`src/rtl/led_seq_pkg.sv`:
```
// ============================================================================
// Module      : led_seq_pkg
// Description : Shared types, address map and pattern-step helper for the LED
//               sequencer/arbiter. Macro LED_SEQ_RGB_EN adds the RGB states.
// Revision    : 1.0 - initial release
// ============================================================================
`default_nettype none

package led_seq_pkg;

    localparam logic [1:0] ADDR_LED  = 2'd0;
    localparam logic [1:0] ADDR_RGBA = 2'd1;
    localparam logic [1:0] ADDR_RGBB = 2'd2;
    localparam logic [1:0] ADDR_CTRL = 2'd3;

    localparam int CTRL_EN_BIT   = 0;
    localparam int CTRL_MODE_LSB = 1;
    localparam int CTRL_MODE_MSB = 2;

    typedef enum logic [1:0] {
        MODE_ROT    = 2'd0,
        MODE_BOUNCE = 2'd1,
        MODE_BLINK  = 2'd2,
        MODE_COUNT  = 2'd3
    } mode_e;

    typedef enum logic {
        DIR_LEFT  = 1'b0,
        DIR_RIGHT = 1'b1
    } dir_e;

`ifdef LED_SEQ_RGB_EN
    typedef enum logic [2:0] {
        ST_IDLE    = 3'd0,
        ST_RUN     = 3'd1,
        ST_WR_LED  = 3'd2,
        ST_WR_RGBA = 3'd3,
        ST_WR_RGBB = 3'd4
    } state_e;
`else
    typedef enum logic [1:0] {
        ST_IDLE   = 2'd0,
        ST_RUN    = 2'd1,
        ST_WR_LED = 2'd2
    } state_e;
`endif

    typedef struct packed {
        logic [7:0] pattern;
        dir_e       dir;
    } step_t;

    function automatic step_t next_step(input mode_e mode, input logic [7:0] p, input dir_e dir);
        step_t r;
        dir_e  d;
        r.pattern = p;
        r.dir     = dir;
        d         = dir;
        case (mode)
            MODE_ROT: begin
                r.pattern = (p == 8'h00) ? 8'h01 : {p[6:0], p[7]};
            end
            MODE_BOUNCE: begin
                if (p == 8'h00) begin
                    r.pattern = 8'h01;
                end else begin
                    // A seed already at the edge we are heading toward turns around first
                    if (d == DIR_LEFT && p[7]) begin
                        d = DIR_RIGHT;
                    end else if (d == DIR_RIGHT && p[0]) begin
                        d = DIR_LEFT;
                    end
                    r.pattern = (d == DIR_LEFT) ? {p[6:0], 1'b0} : {1'b0, p[7:1]};
                    if (r.pattern[7]) begin
                        r.dir = DIR_RIGHT;
                    end else if (r.pattern[0]) begin
                        r.dir = DIR_LEFT;
                    end else begin
                        r.dir = d;
                    end
                end
            end
            MODE_BLINK: begin
                r.pattern = ~p;
            end
            default: begin
                r.pattern = p + 8'h01;
            end
        endcase
        return r;
    endfunction

endpackage

`default_nettype wire

```
`src/rtl/led_seq_prescaler.sv`:
```
// ============================================================================
// Module      : led_seq_prescaler
// Description : Step prescaler; pulses tick every max(cfg_period,1) cycles
//               while enabled, held at zero when disabled.
// Revision    : 1.0 - initial release
// ============================================================================
`default_nettype none

module led_seq_prescaler
    import led_seq_pkg::*;
#(
    parameter int CNT_W = 24
) (
    input  logic             clk,
    input  logic             rst_n,
    input  logic             en,
    input  logic [CNT_W-1:0] cfg_period,
    output logic             tick
);

    logic [CNT_W-1:0] count_q;
    logic [CNT_W-1:0] count_d;
    logic [CNT_W-1:0] last_cnt;

    // A zero period is treated as one: tick every enabled cycle
    assign last_cnt = (cfg_period == '0) ? '0 : cfg_period - CNT_W'(1);
    assign tick     = en && (count_q == last_cnt);

    always_comb begin
        count_d = count_q + CNT_W'(1);
        if (!en || tick) begin
            count_d = '0;
        end
    end

    always_ff @(posedge clk) begin
        if (!rst_n) begin
            count_q <= '0;
        end else begin
            count_q <= count_d;
        end
    end

endmodule

`default_nettype wire

```
`src/rtl/led_seq_arb.sv`:
```
// ============================================================================
// Module      : led_seq_arb
// Description : Arbitrates the LED register-file write port between the host
//               and an autonomous pattern engine; slot 3 is its control reg.
//               Macro LED_SEQ_RGB_EN adds rgbA/rgbB writes after each led write.
// Revision    : 1.0 - initial release
// ============================================================================
`default_nettype none

module led_seq_arb
    import led_seq_pkg::*;
#(
    parameter int         CNT_W       = 24,
    parameter logic [7:0] RST_PATTERN = 8'h01
) (
    input  logic             clk,
    input  logic             rst_n,
    input  logic [1:0]       h_addr,
    input  logic [7:0]       h_wdata,
    input  logic             h_wen,
    output logic [7:0]       h_rdata,
    input  logic [CNT_W-1:0] cfg_period,
    output logic [1:0]       d_addr,
    output logic [7:0]       d_wdata,
    output logic             d_wen,
    input  logic [7:0]       d_rdata,
    output logic             seq_active,
    output logic             step_drop
);

    logic [2:0] ctrl_q,    ctrl_d;
    logic [7:0] pattern_q, pattern_d;
    dir_e       dir_q,     dir_d;
    state_e     state_q,   state_d;
`ifdef LED_SEQ_RGB_EN
    logic [2:0] color_q,   color_d;
`endif

    logic       en;
    logic       tick;
    logic       pending;
    logic       host_fwd;
    logic       host_led_wr;
    logic       host_ctrl_wr;
    logic       eng_wr;
    logic       drop;
    logic [1:0] eng_addr;
    logic [7:0] eng_data;
    step_t      nxt;

    assign en           = ctrl_q[CTRL_EN_BIT];
    assign host_fwd     = h_wen && (h_addr != ADDR_CTRL);
    assign host_led_wr  = h_wen && (h_addr == ADDR_LED);
    assign host_ctrl_wr = h_wen && (h_addr == ADDR_CTRL);

`ifdef LED_SEQ_RGB_EN
    assign pending = (state_q == ST_WR_LED) || (state_q == ST_WR_RGBA) || (state_q == ST_WR_RGBB);
`else
    assign pending = (state_q == ST_WR_LED);
`endif

    // Engine only takes the port on host-idle cycles and never once EN is clear
    assign eng_wr = en && pending && !h_wen;

    led_seq_prescaler #(
        .CNT_W      (CNT_W)
    ) u_prescaler (
        .clk        (clk),
        .rst_n      (rst_n),
        .en         (en),
        .cfg_period (cfg_period),
        .tick       (tick)
    );

    always_comb begin
        ctrl_d    = ctrl_q;
        pattern_d = pattern_q;
        dir_d     = dir_q;
        state_d   = state_q;
        drop      = 1'b0;
        eng_addr  = ADDR_LED;
        eng_data  = pattern_q;
        nxt       = next_step(mode_e'(ctrl_q[CTRL_MODE_MSB:CTRL_MODE_LSB]), pattern_q, dir_q);
`ifdef LED_SEQ_RGB_EN
        color_d   = color_q;
        case (state_q)
            ST_WR_RGBA: begin
                eng_addr = ADDR_RGBA;
                eng_data = {5'b0, color_q};
            end
            ST_WR_RGBB: begin
                eng_addr = ADDR_RGBB;
                eng_data = {5'b0, ~color_q};
            end
            default: ;
        endcase
`endif

        if (host_ctrl_wr) begin
            ctrl_d = h_wdata[2:0];
        end
        if (host_led_wr) begin
            pattern_d = h_wdata;
        end

        if (!en) begin
            state_d = ST_IDLE;
        end else if (pending) begin
            if (tick && !host_led_wr) begin
                drop = 1'b1;
            end
            if (eng_wr) begin
`ifdef LED_SEQ_RGB_EN
                case (state_q)
                    ST_WR_LED:  state_d = ST_WR_RGBA;
                    ST_WR_RGBA: state_d = ST_WR_RGBB;
                    default:    state_d = ST_RUN;
                endcase
`else
                state_d = ST_RUN;
`endif
            end
        end else begin
            state_d = ST_RUN;
            // A host seed of the led slot in a tick cycle discards the step
            if (tick && !host_led_wr) begin
                pattern_d = nxt.pattern;
                dir_d     = nxt.dir;
                state_d   = ST_WR_LED;
`ifdef LED_SEQ_RGB_EN
                color_d   = color_q + 3'd1;
`endif
            end
        end
    end

    always_ff @(posedge clk) begin
        if (!rst_n) begin
            ctrl_q    <= 3'b000;
            pattern_q <= RST_PATTERN;
            dir_q     <= DIR_LEFT;
            state_q   <= ST_IDLE;
`ifdef LED_SEQ_RGB_EN
            color_q   <= 3'b000;
`endif
        end else begin
            ctrl_q    <= ctrl_d;
            pattern_q <= pattern_d;
            dir_q     <= dir_d;
            state_q   <= state_d;
`ifdef LED_SEQ_RGB_EN
            color_q   <= color_d;
`endif
        end
    end

    assign d_addr     = eng_wr ? eng_addr : h_addr;
    assign d_wdata    = eng_wr ? eng_data : h_wdata;
    assign d_wen      = rst_n && (host_fwd || eng_wr);
    assign h_rdata    = (h_addr == ADDR_CTRL) ? {5'b0, ctrl_q} : d_rdata;
    assign seq_active = en;
    assign step_drop  = rst_n && drop;

endmodule

`default_nettype wire

```
`config.mk`:
```
export PLATFORM = sky130hd
export DESIGN_NAME = led_seq_arb
export DESIGN_NICKNAME = d
export VERILOG_FILES = /design/src/rtl/led_seq_pkg.sv /design/src/rtl/led_seq_prescaler.sv /design/src/rtl/led_seq_arb.sv
export SDC_FILE = /design/constraint.sdc
export NUM_CORES = 1
export LEC_CHECK = 0
export ABC_AREA = 1
export BUFFER_PORTS_ARGS = -buffer_cell sky130_fd_sc_hd__buf_2
export CAP_MARGIN = 20
export CORE_MARGIN = 2
export CORE_UTILIZATION = 45
export DETAILED_ROUTE_END_ITERATION = 10
export PLACE_DENSITY = 0.65
export SLEW_MARGIN = 20
export SYNTH_ARGS = -nofsm -noshare
export SYNTH_HDL_FRONTEND = slang
export SYNTH_HIERARCHICAL = 1
export SYNTH_SLANG_ARGS = --single-unit
```
`constraint.sdc`:
```
create_clock -name clk -period 4.4 [get_ports clk]
set_clock_uncertainty 0.1 [all_clocks]
set_input_delay 0.88 -clock clk [delete_from_list [all_inputs] [get_ports clk]]
set_output_delay 0.88 -clock clk [all_outputs]
set_load 0.01 [all_outputs]
```
==> run_results.csv, run 1 <==
group,metric,value,unit
outcome,status,"finished, final reports clean",
worst_setup_path,worstPathCellList,"buf_2 -> inv_1 -> ha_1 -> nand2_2 -> nor2_4 -> buf_4 -> nand2_1 -> nand2_1 -> o21ai_1 -> nand2_1 -> nand2_1 -> nor2_1 -> nand3_1 -> nor2_2 -> nand3_2 -> nor2_2 -> nand2_1 -> nor3_1 -> buf_2",
logic_synthesis,synth.most_common_cell,"nand2_1",
global_route,grt_util_met3,0.0329,
worst_setup_path,cp_top_family,"simple AND/OR/NAND/NOR gates",
power_and_ir_drop,cellLeakagePower,2.02,nW
logic_synthesis,synth_top_area_cell,"dfxtp_1",
clocking,cts_sinks,38,
logic_synthesis,synth_area,3810,µm²
timing,whs,397,ps
timing,fin_ws,210,ps
logic_synthesis,synth_fp_nets,739,
layout,fillers,920,
drt,via_count,4326,
worst_setup_path,crit_arrival,3210,ps
layout,insertedDiodeCount,0,
logic_synthesis,yosysWarnings,6,
global_route,grt.met2_usage,0.366,
floorplan,die_height,96.0,µm
worst_setup_path,required,3420,ps
floorplan,core,8220,µm²
logic_synthesis,synth_top_cell_area_share,0.200,
floorplan,placement_rows,33,
timing,finalCritPeriodShare,0.952,
global_route,grt_pass1_wl,17.4,mm
drt,drtIter0Drc,301,
global_route,grt_overflow,0,
drt,viasPerCell,5.05,
worst_setup_path,crit_path_max_fanout,11,
timing,tightest_slew,511,ps
global_route,grt_use_met1,0.353,
worst_setup_path,crit_path_start_kind,"input port",
timing,fin_crit,4190,ps
global_route,busiest_layer,"met2",
placed_design,hpwl,8.56,mm
worst_setup_path,setup.worst_path.end_class,"primary output",
worst_setup_path,r2r_cells,12,
layout,nets,799,
logic_synthesis,synth_commonest_cells,"196 x nand2_1, 106 x inv_1, 99 x nor2_1, 78 x nand3_1, 38 x dfxtp_1",
hold_path,holdPathStages,1,
drt,drt-total-wl,10.8,mm
drt,postRouteAntennaNets,0,
logic_synthesis,yosys-top-cells-area,"dfxtp_1 20%, nand2_1 19%, inv_1 10%",
global_route,antenna_found_initial,0,
logic_synthesis,syn_inst,690,
worst_setup_path,timing_worst_setup_path_type,"in2out",
power_and_ir_drop,peakVddDrop,0.132,mV
clocking,cts_tree,"done",
layout,finish.utilization,0.527,
worst_setup_path,cpMaxStageDelayCell,"ha_1",
layout,multiInputGateArea,2550,µm²
layout,syn_to_final_growth,13.6,%
clocking,clockBufferDepth,2,
hold_path,hold_path.class,"reg2reg",
global_route,grtUsageTotal,0.237,
layout,drive_gt1_frac,0.153,
timing,timing.fmax,239,MHz
global_route,grt_pass1_vias,3758,
placed_design,gp_congestion,0.912,
logic_synthesis,yosysSeqAreaShare,0.200,
timing,hold_violations,0,
clocking,cts_made_buffers,5,
drt,post_drt_wl_per_cell,12.6,µm
clocking,post-cts-setup-buffers,0,
clocking,h-tree-depth,2,
logic_synthesis,avgSynthCellArea,5.53,µm²
timing,setup-tns-final,0,ps
logic_synthesis,synth_edf_count,0,
worst_setup_path,path_depth,19,
layout,register_area,761,µm²
placed_design,pre_cts_ws,77.2,ps
drt,drt-pass1-iter-count,5,
timing,relSlewSlack,0.657,
timing,rsz0062_at_grt,"no",
floorplan,initial_core_util,0.464,
clocking,cts_root_buffer,"clkbuf_8",
worst_setup_path,cpMostUsedCell,"nand2_1",
timing,finalSetupViolCount,0,
logic_synthesis,synth.distinct_cells,30,
worst_setup_path,worst-path-buf-inv,4,
flow_run,cap_violations,0,
worst_setup_path,slowest_delay,200,ps
global_route,grt_max_degree,43,
clocking,clk_pin_slew_worst_paths,80,ps
timing,slew_violations,0,
floorplan,dieArea,9220,µm²
floorplan,io_pins,66,
drt,drc_errors,0,
floorplan,die_x,96.0,µm
logic_synthesis,ys_ff_latch,38,
placed_design,port_buffers,65,
logic_synthesis,async_reset_ff_frac,0,
power_and_ir_drop,p_per_area,207,nW/µm²
logic_synthesis,synthFlopType,"dfxtp_1",
clocking,clk_latency,300,ps
through the flow:
| step | instance area (µm²) | cells | power, W |
|---|---|---|---|
| after floorplan | 3810 | 690 | 0.000471 |
| after detailed placement | 4180 | 847 | 0.000533 |
| final | 4330 | 856 | 0.000898 |
| after CTS | 4320 | 855 | 0.000905 |
| after global placement | 4180 | 847 | 0.000531 |
| after global routing | 4330 | 856 | 0.000948 |
routing by layer:
metal  share of wire  up-vias
met5               0        -
li1                -     2281
met3           0.047        6
met1            0.52     1952
met2            0.43       87
met4          0.0045        0
sequential cells by signal, indices dropped and copies added (netlist names):
name	cells
state_q	2
eng_data	8
ctrl_q	3
u_prescaler/count_q	24
dir_q	1
worst register-to-register path: stages (launching register included):
cell and delay [ps]:
dfxtp_1 440, inv_1 130, nand4_1 130, nand2_1 70
nor2_1 100, nand2_1 80, nor2_2 180, nand3_2 150
nor2_2 150, nand4_1 380, a21oi_1 370, nand2_1 80
inv_1 50
path summary, 6_finish.rpt:
path                                start                      to  slack, ps
hold reg to reg    u_prescaler/count_q[0]  u_prescaler/count_q[0]        400
hold / removal     u_prescaler/count_q[0]  u_prescaler/count_q[0]        400
setup reg to reg  u_prescaler/count_q[15]             eng_data[1]       1970
setup / recovery            cfg_period[0]               step_drop        210
placed cells by master (no fill, tap or decap):
cell type,count
a211oi_1,1
bufinv_16,2
nor2_1,97
buf_2,65
o21ai_0,32
a21oi_1,13
nand3b_1,2
xnor2_1,3
buf_4,1
and2_1,1
xor2_1,21
nor3_1,12
nand3_4,2
inv_2,6
nand3_2,2
clkinv_4,1
nand2_4,3
o21ai_1,10
ha_1,4
nand3_1,78
nor4_1,1
nand2_1,196
and3_1,1
clkbuf_8,5
inv_1,106
dfxtp_1,38
nand2_2,4
nor2_4,5
nor4_2,1
nand4_1,20
nor2_2,18
kinds of logic (layout without fill, tap and decap cells):
kind of cell / after synthesis / count (layout) / share of synthesized area
fa+ha+maj: 4 / 4 / 0.0131
compound gates: 56 / 56 / 0.0742
flops: 38 / 38 / 0.200
buf+inv: 126 / 186 / 0.136
xor+xnor: 24 / 24 / 0.0551
simple gates: 442 / 443 / 0.522
repair_timing:
item                                    CTS  global route
resized for setup                         0             2
hold buffers                              0             0
endpoints found under the setup margin    0             1
report_power, final:
part | switching [W] | total, W | internal, W | leakage, nW
clock network | 0.000144 | 0.000371 | 0.000227 | 0.0683
logic | 0.000105 | 0.000168 | 0.0000631 | 1.64
registers | 0.0000102 | 0.000359 | 0.000349 | 0.307
total | 0.000259 | 0.000898 | 0.000639 | 2.02
area by class of cell:
class	count	area share
Multi-Input combinational cell	527	0.588
Sequential cell	38	0.176
Inverter	112	0.0971
Timing Repair Buffer	66	0.0769
Tap cell	105	0.0303
Clock buffer	5	0.0159
Clock inverter	3	0.0159
Power figures use the tool's default switching activity.
==> inputs of run 2 (changes only) <==
CORE_MARGIN = default   (was 2)
clock period = 4.9 ns   (was 4.4 ns; I/O delays follow)
==> run_results.csv, run 2 (same netlist as run 1, synthesis figures left out) <==
group,metric,value,unit
floorplan,placement_rows,33,
layout,largest_register,"u_prescaler/count_q",
layout,final_common_cell,"nand2_1",
worst_setup_path,worstPathCellList,"buf_2 -> inv_1 -> ha_1 -> nand2_2 -> nor2_4 -> buf_4 -> nand3_1 -> nand2_1 -> nand2_1 -> nand2_1 -> nand2_1 -> nor2_1 -> nand3_1 -> nor2_1 -> nand3_2 -> nor2_1 -> nand2_1 -> nor3_1 -> buf_2",
worst_setup_path,cpMostUsedCell,"nand2_1",
floorplan,die_height,94.0,µm
timing,hold_violations,0,
timing,relSlewSlack,0.639,
timing,tightest_slew,537,ps
clocking,cts_sinks,38,
drt,post_drt_wl_per_cell,12.4,µm
worst_setup_path,crit_path_max_fanout,11,
worst_setup_path,cp_top_family,"simple AND/OR/NAND/NOR gates",
worst_setup_path,crit_path_start_kind,"input port",
timing,rsz0062_at_grt,"no",
power_and_ir_drop,power.internal,0.000484,W
power_and_ir_drop,p_seq_frac,0.460,
floorplan,dieArea,8840,µm²
global_route,grtUsageTotal,0.241,
layout,largest_reg_flops,24,
placed_design,hpwl,8.35,mm
drt,drtIter0Drc,246,
placed_design,gp_congestion,0.931,
worst_setup_path,setup.worst_path.end_class,"primary output",
global_route,grt_pass1_vias,3765,
drt,viasPerCell,5.05,
layout,insertedDiodeCount,0,
power_and_ir_drop,cellLeakagePower,2.00,nW
power_and_ir_drop,p_per_area,164,nW/µm²
drt,via_count,4325,
floorplan,core,8220,µm²
timing,setup-tns-final,0,ps
power_and_ir_drop,switching_share,0.309,
timing,whs,401,ps
worst_setup_path,timing_worst_setup_path_type,"in2out",
layout,fillers,959,
layout,drive_gt1_frac,0.149,
drt,drt-total-wl,10.6,mm
global_route,antenna_found_initial,0,
placed_design,port_buffers,65,
global_route,grt_pass1_wl,17.1,mm
clocking,cts_tree,"done",
global_route,grt_overflow,0,
clocking,h-tree-depth,2,
worst_setup_path,crit_arrival,3410,ps
layout,final_cell_mix,"196 x nand2_1, 106 x inv_1, 99 x nor2_1",
clocking,clk_latency,290,ps
worst_setup_path,required,3820,ps
timing,finalSetupViolCount,0,
floorplan,initial_core_util,0.464,
clocking,cts_root_buffer,"clkbuf_8",
power_and_ir_drop,p_clk_frac,0.324,
timing,timing.fmax,223,MHz
worst_setup_path,cpMaxStageDelayCell,"nor2_1",
flow_run,cap_violations,0,
floorplan,io_pins,66,
layout,nets,799,
power_and_ir_drop,peakVddDrop,0.0959,mV
worst_setup_path,worst-path-buf-inv,4,
drt,drt-pass1-iter-count,5,
timing,fin_crit,4490,ps
drt,drc_errors,0,
floorplan,die_x,94.0,µm
clocking,clk_pin_slew_worst_paths,80,ps
clocking,cts_made_buffers,5,
global_route,grt_max_degree,43,
power_and_ir_drop,combPwrFrac,0.215,
clocking,clockBufferDepth,2,
hold_path,hold_path.class,"reg2reg",
outcome,status,"finished, final reports clean",
drt,postRouteAntennaNets,0,
timing,finalCritPeriodShare,0.916,
worst_setup_path,slowest_delay,220,ps
power_and_ir_drop,power_switching,0.000216,W
timing,slew_violations,0,
layout,syn_to_final_growth,12.2,%
## run 2: cell count changes in the layout (fill, tap and decap cells not counted), sizes merged
| cell | previous run | this run |
|---|---|---|
| bufinv | 2 | 0 |
| clkbuf | 5 | 7 |
## run 2: layer usage
metal | track usage | vias to the layer above | routed length [µm]
li1 | - | 2281 | -
met1 | 0.348 | 1963 | 5370
met2 | 0.386 | 76 | 4810
met3 | 0.0324 | 5 | 410
met4 | 0.0372 | 0 | 53
met5 | 0 | - | 0
## run 2: worst reg2reg max path: stages, from the launching register on
cell	delay, ps
dfxtp_1	460
inv_1	110
nand3_1	90
nand2_1	60
nor2_1	100
nand3_1	80
nor2_1	220
nand3_2	160
nor2_1	200
nand4_1	390
nor2_1	250
nand3_1	100
nand2_1	60
inv_1	30
## run 2: timing repair
| action | in CTS | in global routing |
|---|---|---|
| hold buffers | 0 | 0 |
| endpoints found under the hold margin | 0 | 0 |
| endpoints found under the setup margin | 0 | 1 |
| gates resized for setup | 0 | 0 |
| buffers inserted | 0 | 0 |
## run 2: area by class of cell
class,instances,area [µm²],share of cell area
Multi-Input combinational cell,527,2540,0.594
Sequential cell,38,761,0.178
Inverter,112,420,0.0982
Timing Repair Buffer,66,333,0.0778
Tap cell,105,131,0.0307
Clock buffer,7,86.3,0.0202
Clock inverter,1,5.00,0.00117
## run 2: worst paths after layout
path,cells past startpoint,end,slack [ps],startpoint
worst min register to register,1,u_prescaler/count_q[0],400,u_prescaler/count_q[0]
worst max register to register,13,eng_data[1],2390,u_prescaler/count_q[8]
worst max-delay path,19,step_drop,410,cfg_period[0]
worst min-delay path,1,u_prescaler/count_q[0],400,u_prescaler/count_q[0]
## run 2: per-stage QoR
stage | worst slack [ps] | area [µm²] | util | power (W) | std cells
floorplan | 1020 | 3810 | - | 0.000423 | 690
global placement | 417 | 4180 | 0.508 | 0.000476 | 847
detailed placement | 386 | 4180 | 0.508 | 0.000478 | 847
CTS | 385 | 4270 | 0.520 | 0.000705 | 855
global route | 83.4 | 4280 | 0.521 | 0.000741 | 856
finish | 411 | 4280 | 0.521 | 0.000700 | 856
## run 2: power by group through the flow
stage | Combinational (W) | Clock (W) | Sequential, W
floorplan | 0.0000987 | 0 | 0.000324
global placement | 0.000147 | 0 | 0.000329
detailed placement | 0.000149 | 0 | 0.000329
CTS | 0.000150 | 0.000233 | 0.000322
global route | 0.000171 | 0.000247 | 0.000323
finish | 0.000151 | 0.000227 | 0.000322
==> inputs of run 3 (changes only) <==
==> constraint.sdc (replaced) <==
create_clock -name clk -period 4.9 [get_ports clk]
set_clock_uncertainty 0.1 [all_clocks]
set_input_delay 0.245 -clock clk [delete_from_list [all_inputs] [get_ports clk]]
set_output_delay 0.245 -clock clk [all_outputs]
set_load 0.01 [all_outputs]
==> run_results.csv, run 3 (same netlist as run 1, synthesis figures left out) <==
group,metric,value,unit
outcome,status,"finished, final reports clean",
drt,post_drt_wl_per_cell,12.2,µm
flow_run,cap_violations,0,
layout,postLayoutCellArea,4310,µm²
floorplan,die_height,94.0,µm
clocking,cts_root_buffer,"clkbuf_8",
global_route,grt_pass1_vias,3736,
clocking,post_cts_resized,0,
layout,fillers,897,
timing,timing.fmax,308,MHz
timing,hold_violations,0,
drt,drt-pass1-iter-count,7,
drt,via_count,4380,
timing,whs,128,ps
timing,tightest_slew,526,ps
clocking,clockBufferDepth,2,
placed_design,gp_congestion,0.946,
layout,final_common_cell,"nand2_1",
layout,final_cell_mix,"196 x nand2_1, 106 x inv_1, 99 x nor2_1",
worst_setup_path,required,4550,ps
global_route,grt_overflow,0,
floorplan,die_x,94.0,µm
layout,largest_register,"u_prescaler/count_q",
power_and_ir_drop,cellLeakagePower,2.01,nW
layout,syn_to_final_growth,13.1,%
drt,drt-total-wl,10.4,mm
clocking,h-tree-depth,2,
timing,setup-tns-final,0,ps
clocking,clk_latency,290,ps
floorplan,io_pins,66,
timing,slew_violations,0,
global_route,grtUsageTotal,0.246,
layout,nets,797,
clocking,cts_made_buffers,5,
drt,drc_errors,0,
layout,drive_gt1_frac,0.148,
global_route,antenna_found_initial,0,
hold_path,hold_path.class,"in2reg",
layout,insertedDiodeCount,0,
layout,largest_reg_flops,24,
timing,fin_crit,3250,ps
global_route,grt_max_degree,43,
drt,viasPerCell,5.13,
layout,instances_no_fill,854,
placed_design,port_buffers,65,
placed_design,placedInstanceArea,4170,µm²
power_and_ir_drop,p_per_area,187,nW/µm²
placed_design,dp.cells,846,
floorplan,placement_rows,33,
layout,finish.utilization,0.525,
worst_setup_path,timing_worst_setup_path_type,"in2out",
worst_setup_path,crit_path_start_kind,"input port",
power_and_ir_drop,peakVddDrop,0.176,mV
worst_setup_path,setup.worst_path.end_class,"primary output",
worst_setup_path,crit_arrival,2900,ps
timing,rsz0062_at_grt,"no",
drt,postRouteAntennaNets,0,
timing,finalSetupViolCount,0,
timing,finalCritPeriodShare,0.663,
worst_setup_path,crit_path_max_fanout,42,
clocking,clk_pin_slew_worst_paths,80,ps
clocking,post-cts-setup-buffers,0,
drt,drtIter0Drc,278,
timing,relSlewSlack,0.649,
clocking,cts_tree,"done",
clocking,cts_sinks,38,
floorplan,dieArea,8840,µm²
placed_design,hpwl,8.32,mm
clocking,postCtsHoldBufs,0,
global_route,grt_pass1_wl,17.3,mm
floorplan,initial_core_util,0.464,
floorplan,core,8220,µm²
run 3: stage by stage:
step	power [W]	worst slack [ps]
after global placement	0.000477	1560
after global routing	0.000850	1310
after CTS	0.000813	1690
after floorplan	0.000423	2410
after detailed placement	0.000477	1490
final	0.000807	1650
run 3: final cells by class:
| type | instances | area (µm²) | area share |
|---|---|---|---|
| Sequential cell | 38 | 761 | 0.176 |
| Inverter | 112 | 420 | 0.0975 |
| Clock inverter | 2 | 60.1 | 0.0139 |
| Timing Repair Buffer | 65 | 325 | 0.0754 |
| Multi-Input combinational cell | 526 | 2530 | 0.587 |
| Clock buffer | 6 | 82.6 | 0.0191 |
| Tap cell | 105 | 131 | 0.0305 |
run 3: metal layers:
metal,part of all wire,global-route usage,up-vias
li1,-,-,2277
met4,0.0093,0.0487,0
met5,0,0,-
met1,0.50,0.367,1977
met2,0.44,0.375,115
met3,0.050,0.0307,11
run 3: path summary, 6_finish.rpt:
path	start	to	slack, ps	cells after the start
setup / recovery	cfg_period[0]	step_drop	1650	18
hold / removal	h_wdata[0]	ctrl_q[0]	130	3
setup reg to reg	u_prescaler/count_q[15]	dir_q	2450	13
hold reg to reg	u_prescaler/count_q[0]	u_prescaler/count_q[0]	390	1
run 3: worst max-delay path: stages:
cell	delay, ps
buf_2	100
inv_1	100
ha_1	210
nand2_2	110
nor2_4	290
nand3_4	390
nand2_1	160
nand2_1	60
nand2_1	70
nand2_1	50
nor2_1	90
nand3_1	70
nor2_1	170
nand3_2	150
nor2_1	200
nand2_1	90
nor3_1	170
buf_2	170
run 3: power breakdown:
part | switching (W) | total [W] | internal [W]
Combinational | 0.0000929 | 0.000150 | 0.0000566
Sequential | 0.00000903 | 0.000322 | 0.000313
Clock | 0.000118 | 0.000336 | 0.000217
Total | 0.000220 | 0.000807 | 0.000587
